### src/rtl/ahb_slave_mem.sv
// AHB-Lite responder backed by a word-addressed register memory.
// Each OKAY transfer is stretched by WAIT_STATES cycles; out-of-range words get a two-cycle ERROR.
module ahb_slave_mem #(
  parameter int DEPTH       = 32,
  parameter int WAIT_STATES = 0
) (
  input  logic        HCLK,
  input  logic        HRESET,
  input  logic        HSEL,
  input  logic [31:0] HADDR,
  input  logic        HWRITE,
  input  logic [1:0]  HTRANS,
  input  logic [31:0] HWDATA,
  input  logic        HREADY,
  output logic        HREADYOUT,
  output logic        HRESP,
  output logic [31:0] HRDATA
);

  localparam int AW = $clog2(DEPTH);

  typedef enum logic [2:0] {
    S_IDLE,
    S_WAIT,
    S_LAST,
    S_ERR1,
    S_ERR2
  } state_t;

  state_t        state, state_next;
  logic [2:0]    wait_cnt, wait_cnt_next;
  logic [AW-1:0] idx_q;
  logic          write_q;
  logic [31:0]   mem [DEPTH];

  logic          accept;
  logic          addr_oor;
  logic [AW-1:0] addr_idx;
  logic          commit;
  logic          load_rdata;
  logic [AW-1:0] rd_idx;
  logic [31:0]   rd_word;
  logic          unused_bits;

  assign unused_bits = ^{HADDR[1:0], HTRANS[0]};

  // Only an idle or completing slot can take a new address phase.
  assign accept   = HSEL && HTRANS[1] && HREADY &&
                    (state == S_IDLE || state == S_LAST || state == S_ERR2);
  assign addr_oor = HADDR[31:2] >= 30'(DEPTH);
  assign addr_idx = HADDR[AW+1:2];
  assign commit   = (state == S_LAST) && write_q;

  // A read entering LAST on the same edge as a write commit must see the new word.
  assign rd_word  = (commit && (rd_idx == idx_q)) ? HWDATA : mem[rd_idx];

  always_comb begin
    state_next    = state;
    wait_cnt_next = wait_cnt;
    load_rdata    = 1'b0;
    rd_idx        = idx_q;
    HREADYOUT     = 1'b1;
    HRESP         = 1'b0;
    case (state)
      S_IDLE, S_LAST, S_ERR2: begin
        HRESP = (state == S_ERR2);
        if (accept) begin
          if (addr_oor) begin
            state_next = S_ERR1;
          end else if (WAIT_STATES > 0) begin
            state_next    = S_WAIT;
            wait_cnt_next = 3'(WAIT_STATES - 1);
          end else begin
            state_next = S_LAST;
            load_rdata = !HWRITE;
            rd_idx     = addr_idx;
          end
        end else begin
          state_next = S_IDLE;
        end
      end
      S_WAIT: begin
        HREADYOUT = 1'b0;
        if (wait_cnt == 3'd0) begin
          state_next = S_LAST;
          load_rdata = !write_q;
        end else begin
          wait_cnt_next = wait_cnt - 3'd1;
        end
      end
      S_ERR1: begin
        HREADYOUT  = 1'b0;
        HRESP      = 1'b1;
        state_next = S_ERR2;
      end
      default: state_next = S_IDLE;
    endcase
  end

  always_ff @(posedge HCLK) begin
    if (HRESET) begin
      state    <= S_IDLE;
      wait_cnt <= 3'd0;
      idx_q    <= '0;
      write_q  <= 1'b0;
      HRDATA   <= 32'h0;
    end else begin
      state    <= state_next;
      wait_cnt <= wait_cnt_next;
      if (accept) begin
        idx_q   <= addr_idx;
        write_q <= HWRITE;
      end
      if (load_rdata) begin
        HRDATA <= rd_word;
      end
    end
  end

  // Reset wins over a pending commit, so an interrupted write is lost.
  always_ff @(posedge HCLK) begin
    if (HRESET) begin
      for (int i = 0; i < DEPTH; i++) begin
        mem[i] <= 32'h0;
      end
    end else if (commit) begin
      mem[idx_q] <= HWDATA;
    end
  end

endmodule

### config.mk
export PLATFORM = sky130hd
export DESIGN_NAME = ahb_slave_mem
export DESIGN_NICKNAME = d
export VERILOG_FILES = /design/src/rtl/ahb_slave_mem.sv
export SDC_FILE = /design/constraint.sdc
export NUM_CORES = 2
export LEC_CHECK = 0
export BUFFER_PORTS_ARGS = -buffer_cell sky130_fd_sc_hd__buf_2
export CORE_MARGIN = 10
export CORE_UTILIZATION = 35
export CTS_BUF_LIST = sky130_fd_sc_hd__clkbuf_2
export CTS_CLUSTER_DIAMETER = 50
export DETAILED_ROUTE_END_ITERATION = 12
export PLACE_DENSITY_LB_ADDON = 0.1
export SLEW_MARGIN = 30
export SYNTH_ARGS = -nofsm -noshare
export SYNTH_HDL_FRONTEND = slang
export SYNTH_SLANG_ARGS = --single-unit
### constraint.sdc
create_clock -name HCLK -period 12.2 [get_ports HCLK]
set_input_delay 1.22 -clock HCLK [delete_from_list [all_inputs] [get_ports HCLK]]
set_output_delay 1.22 -clock HCLK [all_outputs]
set_load 0.02 [all_outputs]
==> results.rst <==
.. list-table::
   :header-rows: 1

   * - Metric
     - Value
   * - Register-to-register setup slack
     - 7.28 ns
   * - Detail Placement HPWL
     - 101000 um
   * - Max-capacitance violation count
     - 0
   * - Synthesized Nets
     - 3894
   * - Top-level I/O count
     - 105
   * - Share of final-layout standard cells stronger than drive strength 1
     - 21.4%
   * - H-tree depth reported by CTS
     - 5
   * - Type of the worst setup path
     - reg2reg
   * - CTS-repair resized insts
     - 0
   * - Pin count of the biggest net entering global routing
     - 131
   * - TritonCTS clock tree
     - yes
   * - Final Max Slew Viols
     - 0
   * - Sum Neg Setup Slack
     - 0 ns
   * - Total overflow reported by the global router
     - 0
   * - Most numerous cell in the Yosys netlist
     - sky130_fd_sc_hd__and2_1
   * - Final routed DRC violation total
     - 0
   * - Share of the synthesized area in the top cell type
     - 62.5%
   * - DRC marker count from the first detailed-route iteration
     - 3157
   * - Final worst path period share
     - 40.3%
   * - Status
     - finished, final reports clean
   * - Input/output buffers
     - 101
   * - Detail-routed via count per cell
     - 5.36
   * - Placer's final routability congestion estimate
     - 0.812
   * - Relative slew slack
     - 19.6%
   * - Non-filler instance count after layout
     - 6102
   * - Achievable Freq
     - 0.203 GHz
   * - Cell at the root of the clock tree
     - sky130_fd_sc_hd__clkbuf_2
   * - Hold Path Origin
     - HWDATA[17]
   * - Post-Syn Area
     - 49200 um^2
   * - Vertical die dimension
     - 395 um
   * - Synth cell count leaders
     - sky130_fd_sc_hd__and2_1 (1029), sky130_fd_sc_hd__edfxtp_1 (1024), sky130_fd_sc_hd__clkbuf_1 (314)
   * - CTS buffer count
     - 309
   * - Number of cells produced by synthesis
     - 3821
   * - Number of search-and-repair iterations in the first detailed-routing pass
     - 6
   * - Maximum fanout along the worst path
     - 63
   * - Number of antenna violations at the first check in global routing
     - 21
   * - Count of standard-cell rows
     - 137
   * - Hold Path Sink
     - HRDATA[17]
   * - Cell total after placement
     - 5545
   * - Share of synthesized area occupied by flip-flops and latches
     - 64.3%
   * - Destination of the worst register-to-register timing path
     - HRDATA[18]
   * - Worst-skew pair later-pin latency
     - 1.71 ns
   * - Post-CTS Hold Fix Bufs
     - 25
   * - Min-delay worst type
     - in2reg
   * - Floorplan die width
     - 395 um
   * - Cells on Worst Hold Path
     - 3
   * - Launching element type of the critical path
     - flip-flop
   * - CORE AREA
     - 140000 um^2
   * - Placed cell areas
     - 52100 um^2
   * - Endpoint class of the critical path
     - flip-flop
   * - Area contributors post-synth
     - sky130_fd_sc_hd__edfxtp_1 (62%), sky130_fd_sc_hd__and2_1 (13%), sky130_fd_sc_hd__mux2i_1 (3.2%), sky130_fd_sc_hd__clkbuf_1 (2.4%), sky130_fd_sc_hd__dfxtp_1 (1.8%)
   * - Endpoints failing hold
     - 0
   * - Gr usage total
     - 21.9%
   * - Ys flop type
     - sky130_fd_sc_hd__edfxtp_1
   * - Starting density of the core
     - 35.3%
   * - Area overhead of the layout relative to synthesis
     - 11.6%
   * - Async set-reset flop share out of synthesis
     - 0%
   * - Clock slew at reported path FFs
     - 0.09 ns
   * - Count of nets left with antenna violations after detail routing
     - 0
   * - Worst Max-Slew Pin Slew
     - 1.21 ns
   * - Worst reg2reg path startpoint
     - state[0]
   * - Setup repair after global routing missed its margin
     - no
   * - Worst Reg-to-Reg Cells
     - 12
   * - Synthesized flop and latch total
     - 1068
   * - Number of global-route vias before repair
     - 32416
   * - Leak
     - 21.0 nW
   * - Count of endpoints failing setup in the final report
     - 0
   * - Layout filler cell count
     - 13435
   * - Post-Place Worst Slack
     - 6.06 ns
   * - Avg Synthesized Cell Area
     - 12.9 um^2
   * - Final setup slack of the worst path
     - 7.28 ns
   * - CP required
     - 13.77 ns
   * - Worst-case clock skew
     - 0.114 ns
   * - Routed len/inst
     - 28.6 um
   * - Die ar.
     - 156000 um^2
   * - Dominant cell type by area after synthesis
     - sky130_fd_sc_hd__edfxtp_1
   * - Maximum buffer depth of the clock tree
     - 4
   * - Total power per unit cell area
     - 131 nW/um^2
   * - Buffers inserted during post-CTS setup optimization
     - 0
   * - Peak ir drop on the vdd network
     - 0.0973 mV
   * - Number of synthesized flops with an enable pin
     - 1024
   * - Global-route wire length before repair
     - 247000 um
   * - Via count of the routed design
     - 32694
   * - Wirelength, routed
     - 174000 um
   * - Utilization after layout
     - 39.4%
   * - Number of distinct library cells after synthesis
     - 72
   * - Synth Warn #
     - 0
   * - Summed area of non-filler cells in the final layout
     - 54900 um^2
   * - Final net count
     - 4078
   * - Data arrival time of the critical path
     - 6.49 ns
   * - Minimum clock period after layout
     - 4.92 ns
   * - Clock sink count
     - 1068
[sequential cells by signal, indices dropped and copies added, names as in the netlist]
register and flops:
idx_q 5, write_q 1, state 3, wait_cnt 3
HRDATA 32, mem 1024
[power breakdown]
| part | internal [mW] | switching (mW) |
|---|---|---|
| sequential | 4.12 | 0.0340 |
| clock | 1.04 | 1.55 |
| combinational | 0.111 | 0.328 |
[how the worst max path moves through the flow]
stage	startpoint	to	slack, ns
after CTS	state[0]	HRDATA[18]	7.33
final	state[0]	HRDATA[18]	7.28
after global placement	HADDR[24]	HRDATA[17]	6.06
after global routing	state[0]	HRDATA[18]	7.07
after detailed placement	HADDR[24]	HRDATA[24]	6.06
after floorplan	HRESET	mem[28][0]	7.20
[per-stage QoR]
step | power, mW | hold WS (ns)
finish | 7.18 | 0.217
global route | 7.50 | 0.0976
CTS | 7.28 | 0.000284
floorplan | 4.46 | 0.453
global placement | 4.67 | 0.465
detailed placement | 4.67 | 0.489
[layout make-up]
type / instances / area, um^2 / share of cell area, %
Sequential cell: 1068 / 31600 / 57.6
Multi-Input combinational cell: 2348 / 16500 / 30.1
Clock buffer: 480 / 2400 / 4.37
Tap cell: 1876 / 2350 / 4.27
Timing Repair Buffer: 248 / 1680 / 3.06
Clock inverter: 38 / 170 / 0.310
Inverter: 30 / 114 / 0.207
Antenna cell: 14 / 35.0 / 0.0638
[kinds of logic after synthesis]
family	Yosys count	synth area share, %
AND/OR/NAND/NOR	1589	18.6
multiplexers	220	5.37
adder cells (fa/ha/maj)	2	0.0509
flip-flops	1068	64.3
XOR/XNOR	7	0.125
buffers and inverters	405	3.31
AO/OA/AOI/OAI	530	8.24
[metal layers]
layer  share of wire (%)  vias up  track usage (%)
met1                  44    16737             30.0
met5               0.011        -                0
met2                  47     1211             35.3
li1                    -    14533                -
met4                 1.9        4             5.92
met3                 6.6      209             4.13
[worst max-delay path: stages, from the launching register on]
cell and delay [ns]:
sky130_fd_sc_hd__dfxtp_1 0.37, sky130_fd_sc_hd__nand4b_1 0.26, sky130_fd_sc_hd__a21oi_2 0.15, sky130_fd_sc_hd__buf_4 0.28
sky130_fd_sc_hd__nand4_1 0.13, sky130_fd_sc_hd__buf_4 0.37, sky130_fd_sc_hd__nand2_4 0.56, sky130_fd_sc_hd__buf_4 0.79
sky130_fd_sc_hd__buf_4 0.61, sky130_fd_sc_hd__a211oi_1 0.16, sky130_fd_sc_hd__a2111o_1 0.50, sky130_fd_sc_hd__a2111o_1 0.41
sky130_fd_sc_hd__o21ai_1 0.14
[placed cells by master (no fill, tap or decap), drive strengths merged, types with 5 or more instances in the layout]
master       synthesis  final
a2111oi             12     12
inv                 30     34
a32oi               85     85
a311oi              17     17
clkinv               0     33
a22oi               23     23
nor2               102    102
a211oi              81     81
nand3               47     47
dfxtp               44     44
o221ai              17     17
a21oi               25     25
mux4                32     32
a31oi               16     16
a2111o              40     40
nand2b               7      7
and3                77     77
o22ai               50     50
o221a               20     20
o2bb2ai             20     20
nor4                22     22
dlygate4sd3          0     25
mux2i              157    157
and2              1030   1030
o21ai               91     91
nand2              227    227
nand4               27     27
a211o                5      5
clkbuf             315    480
diode                0     14
buf                 60    223
nor3                27     27
edfxtp            1024   1024
mux2                31     31
No activity file was read; power rests on OpenSTA's default activity.
